==> src/rtl/aeolus_pkg.sv <==
// Shared definitions for the Aeolus self-test: sequencer states, width helpers
// and the default vector ROM used by the board top.
package aeolus_pkg;

  typedef enum logic [2:0] {
    StIdle,
    StResetCpu,
    StRun,
    StCheck,
    StDone
  } seq_state_e;

  function automatic int unsigned idx_w(input int unsigned n);
    return (n > 1) ? $clog2(n) : 1;
  endfunction

  function automatic int unsigned cnt_w(input int unsigned n);
    return $clog2(n + 1);
  endfunction

  localparam int unsigned DEFAULT_NUM_VECTORS = 4;

  // Returns {switches[7:0], expected[3:0]} for the board-level default table.
  function automatic logic [11:0] default_vector(input int unsigned idx);
    logic [11:0] v;
    case (idx)
      0:       v = {8'h3E, 4'h1};
      1:       v = {8'h12, 4'h3};
      2:       v = {8'hFF, 4'hE};
      default: v = {8'h00, 4'h0};
    endcase
    return v;
  endfunction

endpackage

==> src/rtl/phase_counter.sv <==
// Loadable down-counter with zero flag; times the CPU reset and run phases.
module phase_counter #(
  parameter int unsigned WIDTH = 8
) (
  input  logic             clk,
  input  logic             reset,
  input  logic             load,
  input  logic [WIDTH-1:0] load_value,
  output logic             zero
);

  logic [WIDTH-1:0] count_q;

  always_ff @(posedge clk) begin
    if (reset) begin
      count_q <= '0;
    end else if (load) begin
      count_q <= load_value;
    end else if (count_q != '0) begin
      count_q <= count_q - 1'b1;
    end
  end

  assign zero = (count_q == '0);

endmodule

==> src/rtl/cpu_selftest_sequencer.sv <==
// Walks an external vector table, resetting and running the CPU once per vector
// and checking its output nibble; results are reported on-chip.
module cpu_selftest_sequencer
  import aeolus_pkg::*;
#(
  parameter int unsigned SW_WIDTH     = 8,
  parameter int unsigned OUT_WIDTH    = 4,
  parameter int unsigned NUM_VECTORS  = 4,
  parameter int unsigned RESET_CYCLES = 2,
  parameter int unsigned RUN_CYCLES   = 100,
  parameter int unsigned STOP_ON_FAIL = 1,
  localparam int unsigned IDX_W       = idx_w(NUM_VECTORS),
  localparam int unsigned CNT_W       = cnt_w(NUM_VECTORS)
) (
  input  logic                 boardCLK,
  input  logic                 reset,
  input  logic                 start,
  output logic [IDX_W-1:0]     vec_index,
  input  logic [SW_WIDTH-1:0]  vec_switches,
  input  logic [OUT_WIDTH-1:0] vec_expected,
  output logic                 cpu_reset,
  output logic [SW_WIDTH-1:0]  cpu_switches,
  input  logic [OUT_WIDTH-1:0] cpu_out,
  output logic                 busy,
  output logic                 done,
  output logic                 pass,
  output logic [IDX_W-1:0]     fail_index,
  output logic [OUT_WIDTH-1:0] fail_got,
  output logic [CNT_W-1:0]     fail_count
);

  localparam int unsigned CTR_MAX = (RESET_CYCLES > RUN_CYCLES) ? RESET_CYCLES : RUN_CYCLES;
  localparam int unsigned CTR_W   = $clog2(CTR_MAX + 1);
  // The counter reaches zero in the last cycle of a phase, hence the -1.
  localparam logic [CTR_W-1:0] RESET_LOAD = CTR_W'(RESET_CYCLES - 1);
  localparam logic [CTR_W-1:0] RUN_LOAD   = CTR_W'(RUN_CYCLES - 1);
  localparam logic [IDX_W-1:0] LAST_IDX   = IDX_W'(NUM_VECTORS - 1);
  localparam logic [CNT_W-1:0] MAX_FAILS  = CNT_W'(NUM_VECTORS);

  seq_state_e           state_q, state_d;
  logic [IDX_W-1:0]     vec_index_q, vec_index_d;
  logic [SW_WIDTH-1:0]  cpu_switches_q, cpu_switches_d;
  logic [IDX_W-1:0]     fail_index_q, fail_index_d;
  logic [OUT_WIDTH-1:0] fail_got_q, fail_got_d;
  logic [CNT_W-1:0]     fail_count_q, fail_count_d;

  logic             ctr_load;
  logic [CTR_W-1:0] ctr_value;
  logic             ctr_zero;
  logic             mismatch;

  phase_counter #(
    .WIDTH(CTR_W)
  ) u_phase_counter (
    .clk       (boardCLK),
    .reset     (reset),
    .load      (ctr_load),
    .load_value(ctr_value),
    .zero      (ctr_zero)
  );

  always_comb begin
    state_d        = state_q;
    vec_index_d    = vec_index_q;
    cpu_switches_d = cpu_switches_q;
    fail_index_d   = fail_index_q;
    fail_got_d     = fail_got_q;
    fail_count_d   = fail_count_q;
    ctr_load       = 1'b0;
    ctr_value      = RESET_LOAD;
    mismatch       = 1'b0;

    case (state_q)
      StIdle, StDone: begin
        if (start) begin
          state_d      = StResetCpu;
          vec_index_d  = '0;
          fail_index_d = '0;
          fail_got_d   = '0;
          fail_count_d = '0;
          ctr_load     = 1'b1;
          ctr_value    = RESET_LOAD;
        end
      end
      StResetCpu: begin
        cpu_switches_d = vec_switches;
        if (ctr_zero) begin
          state_d   = StRun;
          ctr_load  = 1'b1;
          ctr_value = RUN_LOAD;
        end
      end
      StRun: begin
        if (ctr_zero) begin
          state_d = StCheck;
        end
      end
      StCheck: begin
        mismatch = (cpu_out != vec_expected);
        if (mismatch) begin
          if (fail_count_q != MAX_FAILS) begin
            fail_count_d = fail_count_q + 1'b1;
          end
          if (fail_count_q == '0) begin
            fail_index_d = vec_index_q;
            fail_got_d   = cpu_out;
          end
        end
        if (mismatch && (STOP_ON_FAIL != 0)) begin
          state_d = StDone;
        end else if (vec_index_q == LAST_IDX) begin
          state_d = StDone;
        end else begin
          vec_index_d = vec_index_q + 1'b1;
          state_d     = StResetCpu;
          ctr_load    = 1'b1;
          ctr_value   = RESET_LOAD;
        end
      end
      default: state_d = StIdle;
    endcase
  end

  always_ff @(posedge boardCLK) begin
    if (reset) begin
      state_q        <= StIdle;
      vec_index_q    <= '0;
      cpu_switches_q <= '0;
      fail_index_q   <= '0;
      fail_got_q     <= '0;
      fail_count_q   <= '0;
    end else begin
      state_q        <= state_d;
      vec_index_q    <= vec_index_d;
      cpu_switches_q <= cpu_switches_d;
      fail_index_q   <= fail_index_d;
      fail_got_q     <= fail_got_d;
      fail_count_q   <= fail_count_d;
    end
  end

  assign cpu_reset    = !((state_q == StRun) || (state_q == StCheck));
  assign busy         = (state_q == StResetCpu) || (state_q == StRun) || (state_q == StCheck);
  assign done         = (state_q == StDone);
  assign pass         = done && (fail_count_q == '0);
  assign vec_index    = vec_index_q;
  assign cpu_switches = cpu_switches_q;
  assign fail_index   = fail_index_q;
  assign fail_got     = fail_got_q;
  assign fail_count   = fail_count_q;

endmodule

==> config.mk <==
export PLATFORM = sky130hd
export DESIGN_NAME = cpu_selftest_sequencer
export DESIGN_NICKNAME = d
export VERILOG_FILES = /design/src/rtl/aeolus_pkg.sv /design/src/rtl/phase_counter.sv /design/src/rtl/cpu_selftest_sequencer.sv
export SDC_FILE = /design/constraint.sdc
export NUM_CORES = 1
export LEC_CHECK = 0
export ABC_AREA = 0
export CORE_MARGIN = 1.5
export CORE_UTILIZATION = 51
export CTS_CLUSTER_SIZE = 12
export DETAILED_ROUTE_END_ITERATION = 6
export PLACE_DENSITY = 0.83
export SYNTH_ARGS = -nofsm -noshare
export SYNTH_HDL_FRONTEND = slang
export SYNTH_SLANG_ARGS = --single-unit
==> constraint.sdc <==
create_clock -name boardCLK -period 2.8 [get_ports boardCLK]
set_clock_uncertainty 0.1 [all_clocks]
set_input_delay 0.56 -clock boardCLK [delete_from_list [all_inputs] [get_ports boardCLK]]
set_output_delay 0.56 -clock boardCLK [all_outputs]
set_load 0.005 [all_outputs]
# Yosys cells after proc, flatten, opt, wreduce, memory -nomap -nowiden
# Cells that the tools add are included.
# Widths: inputs -> output; s select.
# op_classes
add_sub_neg	3
n_eq_ne	15
muxes	30
reduce_logical	16
# op_table
cell	n
$mux 7	4
$mux 3	8
$ne 2x2->1 const B	8
$mux 4	3
$pmux 3 s4	1
$reduce_and 4->1	3
$mux 2	5
$pmux 2 s2	2
$pmux 4 s2	1
$logic_not 7->1	1
$reduce_bool 7->1	1
$sub 7x1->7 const B	1
$eq 3x2->1 const B	2
$logic_not 3->1	2
$pmux 3 s2	1
$mux 1	4
$ne 4x4->1	1
$reduce_bool 2->1	2
$add 3x1->3 const B	1
$eq 3x1->1 const B	1
$eq 3x3->1 const B	1
$logic_or 1x1->1	3
$ne 3x3->1 const B	1
$pmux 1 s3	1
other kinds (6)	6
# totals
ff_bits	29
input_bits	19
output_inout_bits	23
word_cells	71

# Logic depth before layout (Yosys ltp)
# Gate-level depths: netlist of run 1.
# depth
ltp_word	5
ltp_mapped	6
depth_no_buf	6

# By module
# A second synthesis of run 1 with hierarchy kept.
# unflattened
hier_cells	167
area_unflattened_um2	1515.2
# modules_own_cells
mod	n_inst	cells_per_inst	area_per_inst_um2	seq_area_each_um2
cpu_selftest_sequencer	1	120	1116.1	440.4
phase_counter	1	47	399.1	140.1

# Worst setup path after synthesis of run 1
# Ideal clock, no wire load.
# synth_timing
path_type	flip-flop to output port
start	register fail_count_q[0] (netlist: fail_count[0])
end	output pass
arrival_time_ns	1.110
t_required_ns	2.140
slack_ns	1.030
path_stages_with_launch	5
cell_sequence	dfxtp_1 > inv_1 > ha_1 > nor2b_1 > and3_1
# synth_via
elab_chain_cells	2
# synth_rtl
element	line	rtl
start, declared	cpu_selftest_sequencer.sv:45	logic [CNT_W-1:0] fail_count_q, fail_count_d;
start signal, assigned	cpu_selftest_sequencer.sv:138	fail_count_q <= fail_count_d;
$logic_not 3->1	cpu_selftest_sequencer.sv:145	assign pass = done && (fail_count_q == '0);
$logic_and 1x1->1	cpu_selftest_sequencer.sv:145	
end, declared	cpu_selftest_sequencer.sv:26	output logic pass,
# No other way between the ends.

# Final worst setup path of run 1
# Ends and elaborated chain as after synthesis.

==> results.py, run 1 <==
metrics = {
    "pwr": {
        "switching_share": 0.388,
        "p_seq_frac": 0.360,
        "p_sw_w": 0.000654,
        "p_leak_nw": 0.747,
        "pwr-share-clk": 0.174,
        "combPwrFrac": 0.466,
        "ir_worst_vdd_v": 0.000770,
        "power_density_nw_per_um2": 827,
        "internal_power_w": 0.00103,
    },
    "layout": {
        "nNetsFinal": 238,
        "finalNonFillerCells": 246,
        "multi_input_area_sq_um": 887,
        "drive_above_1_share": 0.0791,
        "synthToLayoutAreaGrowth_pct": 34.6,
        "num-fill-cells": 207,
        "ff_latch_area_sq_um": 581,
        "diodes": 0,
    },
    "grt": {
        "grt_pass1_vias": 1453,
        "antenna_found_initial": 0,
        "grt_usage": 0.250,
        "grt_pass1_wl_um": 6380,
        "grt_max_degree": 22,
        "grt.overflow.total": 0,
    },
    "critical_path": {
        "cp_max_fo": 5,
        "crit_required_ns": 2.14,
        "crit_arrival_ns": 1.93,
        "end_kind": "output pin",
        "startpoint_type": "flop",
        "crit_type": "reg -> out",
    },
    "synthesis": {
        "ys_ff_latch": 29,
        "yosys_warnings": 0,
        "avgSynthCellArea_sq_um": 9.00,
        "synth_nets": 192,
        "ys_types": 40,
        "synth_edf_count": 0,
        "async_reset_ff_frac": 0,
        "yosysSeqAreaShare": 0.384,
        "synth_ff_type": "dfxtp_1",
        "synthCells": 168,
        "synth_area_sq_um": 1510,
    },
    "clocking": {
        "htreeDepth": 2,
        "insertion_delay_ns": 0.34,
        "cts_hold_buf": 0,
        "cts_made_buffers": 5,
        "cts-root-buf": "clkbuf_4",
        "cts_tree": "built",
        "clock_sinks": 29,
        "cts_max_path_buffers": 2,
        "ctsResizeCount": 0,
        "clk_pin_slew_ns": 0.09,
        "cts_setup_buffers": 0,
    },
    "sta": {
        "drv_slew": 0,
        "fmax_mhz": 386,
        "fin_crit_sh": 0.926,
        "hold_viol": 0,
        "rsz0062_at_grt": "no",
        "maxSlewHeadroom": 0.657,
        "setup_slack_ns": 0.208,
        "worst_pin_slew_ns": 0.512,
        "fin_setup_tns_ns": 0,
        "period_needed_ns": 2.59,
        "finalSetupViolations": 0,
    },
    "min_path": {
        "hp-class": "reg -> reg",
    },
    "floorplanning": {
        "die_area_sq_um": 3300,
        "initial_utilization": 0.544,
        "num_rows": 19,
        "core-area_sq_um": 2780,
        "fp.dieH_um": 57.5,
        "ios": 42,
        "die_w_um": 57.5,
    },
    "placement": {
        "gp_congestion": 0.799,
        "dp_slack_ns": 0.418,
        "place_hpwl_um": 2790,
        "dp.cells": 238,
        "io_buffers": 41,
    },
    "run_status": {
        "status": "completed",
    },
    "routing": {
        "vias": 1472,
        "wl_um": 3790,
        "drt-initial-drc-count": 73,
        "vias_per_cell": 5.98,
        "antenna_left": 0,
        "drc_errors": 0,
        "firstDrtPassIters": 4,
        "wl_per_cell_um": 15.4,
    },
    "run": {
        "maxCapViolations": 0,
    },
}
==> power by group through the flow <==
stage	sequential (W)	clock [W]	combinational, W
after global routing	0.000619	0.000319	0.000862
after CTS	0.000606	0.000297	0.000779
final	0.000606	0.000293	0.000784
after floorplan	0.000574	0	0.000554
after global placement	0.000605	0	0.000741
after detailed placement	0.000613	0	0.000773
==> routing by layer <==
| layer | routed length [um] | global-route usage | share of wire |
|---|---|---|---|
| met1 | 1570 | 0.288 | 0.42 |
| met2 | 1870 | 0.424 | 0.49 |
| met3 | 283 | 0.0794 | 0.075 |
| met4 | 62 | 0.106 | 0.016 |
| met5 | 0 | 0 | 0 |
==> Yosys cell counts, types with 3 or more instances <==
cell type  instances  share of area
dfxtp_1           29           0.38
nand3_1           10          0.033
xor2_1             6          0.035
nor2_1            18          0.045
nand2_1            5          0.012
nand2b_1           6          0.025
mux2i_1            9          0.060
xnor2_1            4          0.023
nor4_1             3          0.012
o211ai_1          10          0.050
ha_1               5          0.041
nor3_1             3         0.0099
a21oi_1           19          0.063
nand3b_1           5          0.025
inv_1              5          0.012
==> state kept, by name (all words and copies together), names as in the netlist <==
register,cells
cpu_switches,8
u_phase_counter.count_q,7
fail_got,4
fail_count,3
state_q,3
fail_index,2
vec_index,2
==> cells by family after synthesis <==
kind of cell / share of synthesized area
and+or+nand+nor: 0.235
AOI/OAI and AO/OA: 0.189
DFF: 0.384
buffers and inverters: 0.0331
xor gates and xnor gates: 0.0579
muxes: 0.0596
adders and majority gates: 0.0414
==> cell usage in the layout, fill, tap and decap left out, types with 2 or more instances in the layout <==
cell type        count
nand3b_1             5
nor4_1               3
a21oi_1             19
inv_1                5
xor2_1               6
buf_4                4
clkdlybuf4s50_1     41
ha_1                 5
nand3_1             10
nand2_1              5
clkbuf_8             2
nor3_1               3
mux2i_1              9
clkbuf_4             5
and2_1               2
xnor2_1              4
o211ai_1            10
nor2_1              18
dfxtp_1             29
nand2b_1             6
a211oi_1             2
a22oi_1              2
==> final cells by class <==
class	instances	share of cell area
well taps	31	0.0191
clock inverters	1	0.00246
clock buffers	7	0.0320
flip-flops and latches	29	0.285
inverters	5	0.00922
repair buffers	45	0.216
multi-input cells	128	0.436
==> worst max-delay path, cell delays in order, from the launching register on <==
cell	delay, ns
dfxtp_1	0.34
inv_1	0.09
ha_1	0.24
nor2b_1	0.25
and3_1	0.18
clkdlybuf4s50_1	0.49
==> per-stage QoR <==
| step | total power (W) | hold WS [ns] | util | area (sq um) |
|---|---|---|---|---|
| final | 0.00168 | 0.403 | 0.732 | 2040 |
| after CTS | 0.00168 | 0.401 | 0.732 | 2040 |
| after floorplan | 0.00113 | 0.353 | - | 1510 |
| after global placement | 0.00135 | 0.372 | 0.707 | 1970 |
| after global routing | 0.00180 | 0.437 | 0.732 | 2040 |
| after detailed placement | 0.00139 | 0.384 | 0.707 | 1970 |
==> worst paths after layout <==
kind         slack [ns]                                      end                                     from  cells after the start
max                0.21                                     pass               fail_count[0]$_SDFFE_PP0P_                      5
min                0.40                 fail_got[3]$_SDFFE_PP0P_                 fail_got[3]$_SDFFE_PP0P_                      2
max reg2reg        0.96  u_phase_counter.count_q[1]$_SDFFE_PP0P_  u_phase_counter.count_q[0]$_SDFFE_PP0P_                      6
min reg2reg        0.40                 fail_got[3]$_SDFFE_PP0P_                 fail_got[3]$_SDFFE_PP0P_                      2
Note: power is estimated with default switching activity, not from simulation.
==> inputs of run 2 (changes only) <==
- SLEW_MARGIN: not set -> 20
==> results of run 2 <==
Same layout as run 1: the final DEF is identical, and so are final timing and power.
==> inputs of run 3 (changes only) <==
--- a/config.mk
+++ b/config.mk
@@ -16,2 +16,3 @@
 export SYNTH_HDL_FRONTEND = slang
+export SYNTH_HIERARCHICAL = 1
 export SYNTH_SLANG_ARGS = --single-unit
==> constraint.sdc (replaced) <==
create_clock -name boardCLK -period 2.8 [get_ports boardCLK]
set_clock_uncertainty 0.1 [all_clocks]
set_input_delay 0.42 -clock boardCLK [delete_from_list [all_inputs] [get_ports boardCLK]]
set_output_delay 0.42 -clock boardCLK [all_outputs]
set_load 0.005 [all_outputs]
==> run 3 against run 2 <==
Count of clock-buffer cells in the layout shrank 1; highest routed layer unchanged; register-to-register slack lost 0.41 ns; sequential share of layout area grew 0.50 points; fmax grew 13%; synthesized cell count shrank 0.60%.
==> results.py, run 3 <==
metrics = {
    "synthesis": {
        "async_reset_ff_frac": 0,
        "ys_types": 41,
        "synth_area_sq_um": 1520,
        "synth_common_cells": "dfxtp_1, nand2_1, nor2_1",
        "synthCells": 167,
        "ys_ff_latch": 29,
        "yosysSeqAreaShare": 0.383,
        "synth_edf_count": 0,
        "yosys_warnings": 6,
        "yosysTopAreaCell": "dfxtp_1",
        "synth_most_common_cell": "dfxtp_1",
        "synth_ff_type": "dfxtp_1",
        "netlist.area_leader.share": 0.383,
        "avgSynthCellArea_sq_um": 9.07,
        "synth.area.top_cells": "dfxtp_1, mux2i_1, nand2_1",
    },
    "routing": {
        "routed.top_layer": "met4",
        "wl_met1_um": 1380,
        "route.met2.wl_um": 1630,
        "vias": 1316,
        "vias_per_cell": 5.37,
        "drt-initial-drc-count": 31,
        "firstDrtPassIters": 4,
        "wl_per_cell_um": 13.1,
        "antenna_left": 0,
        "met3_wirelength_um": 165,
        "wl_um": 3220,
        "drc_errors": 0,
    },
    "clocking": {
        "cts_made_buffers": 5,
        "cts_hold_buf": 0,
        "cts_setup_buffers": 0,
        "cts_tree": "built",
        "cts_max_path_buffers": 2,
        "clk_pin_slew_ns": 0.10,
        "ctsResizeCount": 0,
        "clock_sinks": 29,
        "htreeDepth": 2,
        "cts-root-buf": "clkbuf_4",
        "insertion_delay_ns": 0.33,
    },
    "critical_path": {
        "r2r_slack_ns": 0.55,
        "end_kind": "output pin",
        "crit_type": "reg -> out",
        "cp_max_fo": 8,
        "crit_required_ns": 2.28,
        "r2r-start": "u_phase_counter/count_q[0]$_SDFFE_PP0P_",
        "worstRegToRegCells": 8,
        "crit_path_start": "state_q[0]$_SDFFE_PP0P_",
        "cp-endpoint": "pass",
        "rr_endpoint": "u_phase_counter/count_q[6]$_SDFFE_PP0P_",
        "startpoint_type": "flop",
        "crit_arrival_ns": 1.77,
    },
    "grt": {
        "antenna_found_initial": 0,
        "grt.overflow.total": 0,
        "grt_pass1_vias": 1342,
        "grt_usage": 0.217,
        "grt_max_degree": 16,
        "grt_pass1_wl_um": 5590,
    },
    "pwr": {
        "combPwrFrac": 0.449,
        "p_sw_w": 0.000516,
        "power_density_nw_per_um2": 716,
        "switching_share": 0.360,
        "ir_worst_vdd_v": 0.000693,
        "internal_power_w": 0.000916,
        "pwr-share-clk": 0.168,
        "p_seq_frac": 0.383,
        "p_leak_nw": 0.812,
    },
    "run": {
        "maxCapViolations": 0,
    },
    "floorplanning": {
        "initial_utilization": 0.545,
        "die_area_sq_um": 3310,
        "ios": 42,
        "die_w_um": 57.5,
        "core-area_sq_um": 2780,
        "num_rows": 19,
        "fp.dieH_um": 57.5,
    },
    "sta": {
        "fin_setup_tns_ns": 0,
        "hold_viol": 0,
        "rsz0062_at_grt": "no",
        "fin_crit_sh": 0.819,
        "setup_slack_ns": 0.506,
        "finalSetupViolations": 0,
        "period_needed_ns": 2.29,
        "fmax_mhz": 436,
        "drv_slew": 0,
    },
    "layout": {
        "largest_reg_flops": 8,
        "nNetsFinal": 237,
        "synthToLayoutAreaGrowth_pct": 32.0,
        "drive_above_1_share": 0.107,
        "final_cell_mix": "clkdlybuf4s50_1, dfxtp_1, nand2_1",
        "diodes": 0,
        "final_common_cell": "clkdlybuf4s50_1",
    },
    "placement": {
        "io_buffers": 41,
        "gp_congestion": 0.820,
        "place_hpwl_um": 2520,
        "dp_slack_ns": 0.338,
    },
    "run_status": {
        "status": "completed",
    },
    "min_path": {
        "hp-class": "reg -> reg",
    },
}
run 3: logic make-up (layout without fill, tap and decap cells):
logic type | after synthesis | in the layout | synth area share
compound gates | 21 | 21 | 0.0933
xor+xnor | 10 | 10 | 0.0578
fa+ha+maj | 5 | 5 | 0.0413
buf+inv | 14 | 59 | 0.0471
flops | 29 | 29 | 0.383
mux | 15 | 15 | 0.0999
other cells | 2 | 4 | 0.00496
simple gates | 71 | 71 | 0.272
run 3: power groups by stage:
| stage | Sequential [W] | Combinational (W) | Clock, W |
|---|---|---|---|
| floorplan | 0.000546 | 0.000493 | 0 |
| global placement | 0.000551 | 0.000612 | 0 |
| detailed placement | 0.000556 | 0.000635 | 0 |
| CTS | 0.000548 | 0.000641 | 0.000244 |
| global route | 0.000556 | 0.000709 | 0.000264 |
| finish | 0.000548 | 0.000644 | 0.000241 |
run 3: per-stage QoR:
step | instances | cell area, sq um | total power, W | hold WS, ns | utilization
2_1_floorplan | 169 | 1520 | 0.00104 | 0.354 | -
3_3_place_gp | 237 | 1950 | 0.00116 | 0.345 | 0.701
3_5_place_dp | 237 | 1950 | 0.00119 | 0.357 | 0.701
4_1_cts | 245 | 2000 | 0.00143 | 0.373 | 0.719
5_1_grt | 245 | 2000 | 0.00153 | 0.405 | 0.719
6_report | 245 | 2000 | 0.00143 | 0.369 | 0.719
run 3: per-layer routing:
layer	track usage	vias to the layer above
met2	0.386	39
met4	0.0731	0
li1	-	662
met3	0.0658	3
met5	0	-
met1	0.245	612
run 3: area by class of cell:
type	instances	area, sq um
Multi-Input combinational cell	126	871
Tap cell	31	38.8
Sequential cell	29	581
Inverter	7	26.3
Clock inverter	2	10.0
Fill cell	219	781
Timing Repair Buffer	44	433
Clock buffer	6	41.3
run 3: worst max-delay path, cell delays in order (launching register included):
cell,delay (ns)
dfxtp_1,0.39
nor2_1,0.15
nand2_1,0.12
nor3b_1,0.24
clkdlybuf4s50_1,0.55
run 3: worst min-delay path by stage:
stage / from / endpoint / slack (ns) / depth (start not counted)
after floorplan: fail_got[0]$_SDFFE_PP0P_ / fail_got[0]$_SDFFE_PP0P_ / 0.35 / 2
after global placement: fail_got[3]$_SDFFE_PP0P_ / fail_got[3]$_SDFFE_PP0P_ / 0.35 / 2
after detailed placement: fail_got[2]$_SDFFE_PP0P_ / fail_got[2]$_SDFFE_PP0P_ / 0.36 / 2
after CTS: fail_got[2]$_SDFFE_PP0P_ / fail_got[2]$_SDFFE_PP0P_ / 0.37 / 2
after global routing: fail_index[0]$_SDFFE_PP0P_ / fail_index[0]$_SDFFE_PP0P_ / 0.41 / 2
final: fail_got[2]$_SDFFE_PP0P_ / fail_got[2]$_SDFFE_PP0P_ / 0.37 / 2
